`config.mk`:
```
export PLATFORM = sky130hd
export DESIGN_NAME = mul_iter_unit
export DESIGN_NICKNAME = d
export VERILOG_FILES = /design/src/rtl/mul_iter_unit.sv
export SDC_FILE = /design/constraint.sdc
export NUM_CORES = 1
export LEC_CHECK = 0
export CAP_MARGIN = 0
export CORE_MARGIN = 2
export CORE_UTILIZATION = 58
export DETAILED_ROUTE_END_ITERATION = 7
export HOLD_SLACK_MARGIN = 0.06
export MAX_ROUTING_LAYER = met4
export PLACE_DENSITY = 0.82
export SETUP_SLACK_MARGIN = 0.4
export SYNTH_ARGS = -nofsm -noshare
export SYNTH_HDL_FRONTEND = slang
export SYNTH_SLANG_ARGS = --single-unit
```
`constraint.sdc`:
```
create_clock -name i_clk -period 4.15 [get_ports i_clk]
set_input_delay 0.6225 -clock i_clk [delete_from_list [all_inputs] [get_ports i_clk]]
set_output_delay 0.6225 -clock i_clk [all_outputs]
set_load 0.01 [all_outputs]
```
`src/rtl/mul_iter_unit.sv`:
```
// mul_iter_unit: iterative 32x32 shift-add multiplier for RV32M MUL/MULH/MULHSU/MULHU.
// Operands are converted to magnitudes on accept. One partial product is added
// per CALC cycle for 32 cycles. A FIXUP cycle then restores the sign.
// An accept at edge N gives o_valid sampled high at edge N+34.
// Ports:
//   i_clk, i_rst      clock, asynchronous active-high reset
//   i_valid/o_ready   request handshake (o_ready only in IDLE)
//   i_op              00 MUL, 01 MULH, 10 MULHSU, 11 MULHU
//   i_rs1, i_rs2      multiplicand / multiplier
//   o_valid/i_ready   result handshake (o_valid only in DONE)
//   o_result          low half for MUL, high half otherwise
//   o_busy            high whenever the unit is not IDLE
module mul_iter_unit #(
  parameter int unsigned XLEN = 32  // only 32 is supported
) (
  input  logic            i_clk,
  input  logic            i_rst,
  input  logic            i_valid,
  output logic            o_ready,
  input  logic [1:0]      i_op,
  input  logic [XLEN-1:0] i_rs1,
  input  logic [XLEN-1:0] i_rs2,
  output logic            o_valid,
  input  logic            i_ready,
  output logic [XLEN-1:0] o_result,
  output logic            o_busy
);

  localparam int unsigned CNT_W  = $clog2(XLEN);
  localparam int unsigned PROD_W = 2 * XLEN;
  localparam logic [CNT_W-1:0] CNT_LAST = CNT_W'(XLEN - 1);
  localparam logic [1:0] OP_MUL    = 2'b00;
  localparam logic [1:0] OP_MULH   = 2'b01;
  localparam logic [1:0] OP_MULHSU = 2'b10;

  typedef enum logic [1:0] {
    S_IDLE  = 2'b00,
    S_CALC  = 2'b01,
    S_FIXUP = 2'b10,
    S_DONE  = 2'b11
  } state_t;

  state_t r_state;
  state_t w_next;

  logic [1:0]       r_op;
  logic [XLEN-1:0]  r_mcand;   // |rs1|
  logic [XLEN-1:0]  r_acc_hi;  // high product half
  logic [XLEN-1:0]  r_mplier;  // |rs2|; product low half fills in from the top
  logic [CNT_W-1:0] r_cnt;
  logic             r_neg;

  logic             w_accept;
  logic             w_rs1_neg;
  logic             w_rs2_neg;
  logic [XLEN-1:0]  w_mag1;
  logic [XLEN-1:0]  w_mag2;
  logic [XLEN-1:0]  w_addend;
  logic [XLEN:0]    w_sum;     // bit XLEN is the carry-out of the accumulator add
  logic [PROD_W-1:0] w_prod;
  logic [PROD_W-1:0] w_prod_neg;

  assign w_accept = i_valid && (r_state == S_IDLE);

  // A source counts as negative only when its op treats it as signed.
  assign w_rs1_neg = ((i_op == OP_MULH) || (i_op == OP_MULHSU)) && i_rs1[XLEN-1];
  assign w_rs2_neg = (i_op == OP_MULH) && i_rs2[XLEN-1];

  // The magnitude of the most negative value wraps back to itself. This is still
  // correct as an unsigned magnitude.
  assign w_mag1 = w_rs1_neg ? (~i_rs1 + XLEN'(1)) : i_rs1;
  assign w_mag2 = w_rs2_neg ? (~i_rs2 + XLEN'(1)) : i_rs2;

  assign w_addend   = r_mplier[0] ? r_mcand : '0;
  assign w_sum      = {1'b0, r_acc_hi} + {1'b0, w_addend};
  assign w_prod     = {r_acc_hi, r_mplier};
  assign w_prod_neg = ~w_prod + PROD_W'(1);

  // State register
  always_ff @(posedge i_clk or posedge i_rst) begin
    if (i_rst) begin
      r_state <= S_IDLE;
    end else begin
      r_state <= w_next;
    end
  end

  // Next-state logic
  always_comb begin
    w_next = r_state;
    case (r_state)
      S_IDLE:  if (i_valid) w_next = S_CALC;
      S_CALC:  if (r_cnt == CNT_LAST) w_next = S_FIXUP;
      S_FIXUP: w_next = S_DONE;
      S_DONE:  if (i_ready) w_next = S_IDLE;
      default: w_next = S_IDLE;
    endcase
  end

  // Outputs are decoded from the state and the held product.
  always_comb begin
    o_ready  = 1'b0;
    o_valid  = 1'b0;
    o_busy   = 1'b1;
    o_result = '0;
    case (r_state)
      S_IDLE: begin
        o_ready = 1'b1;
        o_busy  = 1'b0;
      end
      S_DONE: begin
        o_valid  = 1'b1;
        o_result = (r_op == OP_MUL) ? r_mplier : r_acc_hi;
      end
      default: ;
    endcase
  end

  // Datapath: load on accept, shift-add in CALC, sign restore in FIXUP
  always_ff @(posedge i_clk or posedge i_rst) begin
    if (i_rst) begin
      r_op     <= '0;
      r_mcand  <= '0;
      r_acc_hi <= '0;
      r_mplier <= '0;
      r_cnt    <= '0;
      r_neg    <= 1'b0;
    end else begin
      case (r_state)
        S_IDLE: begin
          if (w_accept) begin
            r_op     <= i_op;
            r_mcand  <= w_mag1;
            r_mplier <= w_mag2;
            r_acc_hi <= '0;
            r_cnt    <= '0;
            r_neg    <= w_rs1_neg ^ w_rs2_neg;
          end
        end
        S_CALC: begin
          r_acc_hi <= w_sum[XLEN:1];
          r_mplier <= {w_sum[0], r_mplier[XLEN-1:1]};
          r_cnt    <= r_cnt + CNT_W'(1);
        end
        S_FIXUP: begin
          if (r_neg) begin
            r_acc_hi <= w_prod_neg[PROD_W-1:XLEN];
            r_mplier <= w_prod_neg[XLEN-1:0];
          end
        end
        default: ;
      endcase
    end
  end

endmodule

```
## Word level (Yosys, flattened, before mapping)

Index checks and enable logic that the tools add are counted.

- Register bits after elaboration: 106
- Input bits: 70
- Word-level logic and storage cells: 59
- Output and inout port bits: 35

- Muxes and demuxes: 20
- Reduce and logical (&&, ||, !) cells: 12
- Bitwise gates (word level): 4
- Equal/unequal tests: 11
- Add/subtract/negate cells: 5

Operator list:

| cell | count |
|---|---|
| $mux W32 | 9 |
| $pmux W32 S3 | 2 |
| $add A32 B1 Y32 const B | 2 |
| $add A64 B1 Y64 const B | 1 |
| $not A32 Y32 | 2 |
| $not A64 Y64 | 1 |
| $add A32 B32 Y33 | 1 |
| $ne A2 B2 Y1 const B | 5 |
| $pmux W5 S2 | 1 |
| $pmux W2 S4 | 1 |
| $eq A2 B2 Y1 const B | 3 |
| $mux W2 | 3 |
| $reduce_and A3 Y1 | 2 |
| $add A5 B1 Y5 const B | 1 |
| $eq A5 B5 Y1 const B | 1 |
| $mux W5 | 1 |
| $eq A2 B1 Y1 const B | 2 |
| $logic_not A2 Y1 | 2 |
| $reduce_and A2 Y1 | 2 |
| $logic_and A1 B1 Y1 | 3 |
| $mux W1 | 3 |
| $reduce_bool A3 Y1 | 1 |
| $reduce_bool A2 Y1 | 1 |
| $logic_or A1 B1 Y1 | 1 |
| $xor A1 B1 Y1 | 1 |

## Logic depth before layout (Yosys ltp)

- Depth in word-level cells: 5
- Gate-level depth with buffers: 14
- Depth with buffers taken out: 12

## Worst setup path after synthesis

No wires, ideal clock.

- Kind: reg2reg
- Start: register r_mplier[0]
- End: register r_acc_hi[23]
- Data required time: 4081 ps
- Clock period less this slack: 3373 ps
- Path buffers: 2
- Data arrival time: 3304 ps
- Cell stages (with the launch flop): 15
- Setup time: 69 ps
- Slack: 777 ps
- Cells stage by stage: dfrtp_1 > clkbuf_1 > and2_1 > ha_1 > inv_1 > fa_1 > nor2b_1 > o31a_1 > o31ai_1 > a2111o_1 > and2_1 > clkbuf_1 > or4b_1 > a311o_1 > nand3_1

- Longest elaborated chain between the ends: 4
- Elaborated cells on any way between the ends: 6
- Those cells by class: add/sub: 2; mux: 3; bitwise: 1

Ends and longest elaborated chain:

| element | line | text |
|---|---|---|
| from (decl) | 49 | `logic [XLEN-1:0] r_mplier;` |
| from (signal assigned) | 134 | `r_mplier <= w_mag2;` |
| from (signal assigned) | 142 | `r_mplier <= {w_sum[0], r_mplier[XLEN-1:1]};` |
| from (signal assigned) | 148 | `r_mplier <= w_prod_neg[XLEN-1:0];` |
| $not A64 Y64 | 77 | `assign w_prod_neg = ~w_prod + PROD_W'(1);` |
| $add A64 B1 Y64 | 77 |  |
| $mux W32 | 146 | `if (r_neg) begin` |
| $pmux W32 S3 (*) | 129 | `case (r_state)` |
| to (signal assigned) | 141 | `r_acc_hi <= w_sum[XLEN:1];` |
| to (signal assigned) | 147 | `r_acc_hi <= w_prod_neg[PROD_W-1:XLEN];` |
| to (decl) | 48 | `logic [XLEN-1:0] r_acc_hi;` |

Mark *: on every way between the ends. The rest lies on a longest branch, timed or not. The select of a mux whose other input is x is not followed.
A chain may end at the register's enable or synchronous reset.

## Final worst setup path

Ends and elaborated chain as after synthesis.

==> metrics.log <==
INFO  metric synthesis.instances = 1283
INFO  metric max-cap-violations = 0
INFO  metric finalSetupTns = 0 ps
INFO  metric cts.path.max_buffers = 2
INFO  metric r2r-start = r_mplier[0]
INFO  metric drtAntennaViolNets = 0
INFO  metric synthesized_area_divided_by_synthesized_cell_count = 7.48 um^2
INFO  metric cts_made_buffers = 9
INFO  metric wl_per_cell = 17.9 um
INFO  metric detailedPlacementHpwl = 20800 um
INFO  metric row_count = 47
INFO  metric most_used_flip_flop_cell_after_synthesis = dfrtp_1
INFO  metric setup_viol_count_final = 0
INFO  metric worst-path-max-fanout = 10
INFO  metric synth_edf_count = 0
INFO  metric setup_repair_after_global_routing_missed_its_margin = no
INFO  metric total_i_o_pin_count = 105
INFO  metric final_min_period_over_clock_period = 82.3%
INFO  metric post-cts-setup-buffers = 0
INFO  metric cts.root.buffer_cell = clkbuf_16
INFO  metric rr_worst_depth = 13
INFO  metric gp_congestion = 0.950
INFO  metric number_of_antenna_violations_at_the_first_check_in_global_routing = 1
INFO  metric critPathMaxStageDelay = 550 ps
INFO  metric timing.critical_path.arrival = 3720 ps
INFO  metric fillerInstances = 1417
INFO  metric ys_seq_elements = 106
INFO  metric worst-setup-path-type = reg2reg
INFO  metric grt_start_max_net_pins = 70
INFO  metric cp_top_family = simple AND/OR/NAND/NOR gates
INFO  metric drive_above_1_share = 5.04%
INFO  metric synth_cell_types = 73
INFO  metric worstPathBufferInverterCount = 2
INFO  metric drc_errors = 0
INFO  metric postSynth.asyncResetShare = 100%
INFO  metric leakage = 4.38 nW
INFO  metric tightestPinTransition = 1030 ps
INFO  metric run_status = completed
INFO  metric number_of_global_route_vias_before_repair = 9510
INFO  metric power_density = 707 nW/um^2
INFO  metric start_kind = flop
INFO  metric die_height = 133 um
INFO  metric timing.clock.skew = 10.6 ps
INFO  metric overflow = 0
INFO  metric area_growth = 15.6%
INFO  metric layout.cells.most_common = a21oi_1
INFO  metric route.vias.total = 10100
INFO  metric firstDrtPassIters = 6
INFO  metric r2r_end = r_acc_hi[23]
INFO  metric postSynthNetCount = 1397
INFO  metric worstHoldEndpoint = r_cnt[4]
INFO  metric min_path_type = reg2reg
INFO  metric numPortBuffers = 104
INFO  metric clock_tree.htree_level_count = 3
INFO  metric vdd_drop_max = 538 uV
INFO  metric timing.hold.worst.start = r_cnt[4]
INFO  metric synth.cell_area = 9600 um^2
INFO  metric hold_buffers = 0
INFO  metric layout_net_count = 1459
INFO  metric min_delay_path_depth = 1
INFO  metric timing.critical_path.to_type = flop
INFO  metric die_area = 17600 um^2
INFO  metric layout_min_cycle_time = 3420 ps
INFO  metric hold_viol = 0
INFO  metric path_cells = buf_4 > and2_1 > ha_1 > inv_1 > fa_1 > nor2b_1 > o31a_1 > o31ai_1 > a2111o_1 > and2_1 > or4b_1 > a311o_1 > nand3_1
INFO  metric cts_repair_resize_count = 0
INFO  metric drt-initial-drc-count = 1044
INFO  metric synth-warning-count = 0
INFO  metric tritoncts_num_sinks = 106
INFO  metric floorplan.die.width = 133 um
INFO  metric routed_via_density = 6.44
INFO  metric clock_tree_from_tritoncts = done
INFO  metric initial_core_util = 58.5%
INFO  metric regToRegSetupSlack = 730 ps
INFO  metric register_clock_pin_slew_on_the_reported_worst_setup_and_hold_paths = 80 ps
INFO  metric slowest_stage = or4b_1
INFO  metric clock.fmax = 293 MHz
INFO  metric hold_slack = 506 ps
INFO  metric worst_path_most_repeated_cell = and2_1
INFO  metric grt_pass1_wl = 46200 um
INFO  metric grt_usage = 32.7%
INFO  metric most-common-layout-cells = 169 x a21oi_1, 164 x nand2_1, 125 x nor2_1, 106 x dfrtp_1, 104 x clkdlybuf4s50_1
INFO  metric finalWirelength = 28100 um
INFO  metric insertion_delay = 360 ps
INFO  metric cp_required = 4450 ps
INFO  metric final-max-slew-violation-count = 0
INFO  metric placeableCoreArea = 16400 um^2
INFO  metric synth-seq-area-share = 27.6%
INFO  metric maxSlewHeadroom = 31.0%
[cell type report]
type,count,area [um^2],area share [%]
Multi-Input combinational cell,1056,6500,58.5
Sequential cell,106,2650,23.9
Timing Repair Buffer,128,1220,11.0
Tap cell,220,275,2.48
Clock buffer,9,225,2.03
Inverter,44,168,1.51
Clock inverter,7,58.8,0.530
Antenna cell,1,2.50,0.0225
[layer usage]
layer / share of wire, % / global-route usage (%)
met1: 42 / 41.5
met2: 48 / 53.6
met3: 6.9 / 5.25
met4: 2.7 / 10.8
met5: 0 / -
[cell usage after synthesis, drive strengths merged (6+ instances only)]
cell type / instances / area [um^2]
o211ai: 7 / 52.6
o311ai: 10 / 87.6
ha: 43 / 538
a21oi: 169 / 846
and3: 7 / 43.8
o41ai: 6 / 52.6
xnor2: 52 / 455
nand3: 17 / 85.1
dfrtp: 106 / 2650
nor2b: 6 / 37.5
o21ai: 73 / 365
nor2: 126 / 473
or3: 17 / 116
inv: 42 / 158
and2: 40 / 251
a221oi: 17 / 149
a22oi: 6 / 45.0
buf: 6 / 26.3
a211o: 8 / 70.1
nand4: 7 / 43.8
or4: 15 / 120
clkbuf: 71 / 267
o22ai: 8 / 50.1
nand2: 164 / 616
a31oi: 14 / 87.6
o21a: 8 / 60.1
xor2: 36 / 315
nor3: 37 / 190
a21o: 17 / 128
nor4: 20 / 153
nand2b: 11 / 68.8
o31ai: 24 / 180
a211oi: 19 / 143
[where the power goes]
| group | switching [W] | internal (W) |
|---|---|---|
| Clock | 0.000438 | 0.000418 |
| Sequential | 0.000607 | 0.00151 |
| Combinational | 0.00294 | 0.00193 |
| Total | 0.00398 | 0.00386 |
[cells by family after synthesis]
group	count (synthesis)	synth area share, %
simple gates	493	25.2
compound gates	423	27.6
buf+inv	121	4.77
flops	106	27.6
xor+xnor	88	8.03
fa+ha+maj	44	5.81
mux	8	0.899
[state kept, by name (all words and copies together), names as in the netlist]
name / count
r_acc_hi: 32
r_mcand: 32
r_mplier: 32
r_cnt: 5
r_op: 2
r_state: 2
r_neg: 1
[worst reg2reg max path: cells and delay by family, from the launching register on]
kind	cells	cell delay, ps
fa+ha+maj	2	590
simple gates	5	1150
flops	1	350
buf+inv	2	230
compound gates	4	1050
[worst max path at each step]
| stage | startpoint | end | slack [ps] | cells after the start |
|---|---|---|---|---|
| finish | r_mplier[0] | r_acc_hi[23] | 730 | 13 |
| global route | r_mplier[0] | r_acc_hi[23] | 530 | 13 |
| CTS | r_mplier[0] | r_acc_hi[23] | 750 | 13 |
| detailed placement | i_rs2[1] | r_mplier[30] | 580 | 11 |
| global placement | i_rs2[1] | r_mplier[30] | 680 | 11 |
| floorplan | i_rst | r_acc_hi[0] | 740 | 1 |
[stage by stage]
step	instances	cell area [um^2]	total power, W	utilization (%)	setup slack, ps
finish	1571	11100	0.00784	67.7	733
global route	1571	11100	0.00846	67.7	527
CTS	1570	11100	0.00776	67.6	745
detailed placement	1554	10800	0.00688	65.9	577
global placement	1554	10800	0.00674	65.9	680
floorplan	1283	9600	0.00542	-	739
No activity file was read; power rests on OpenSTA's default activity.
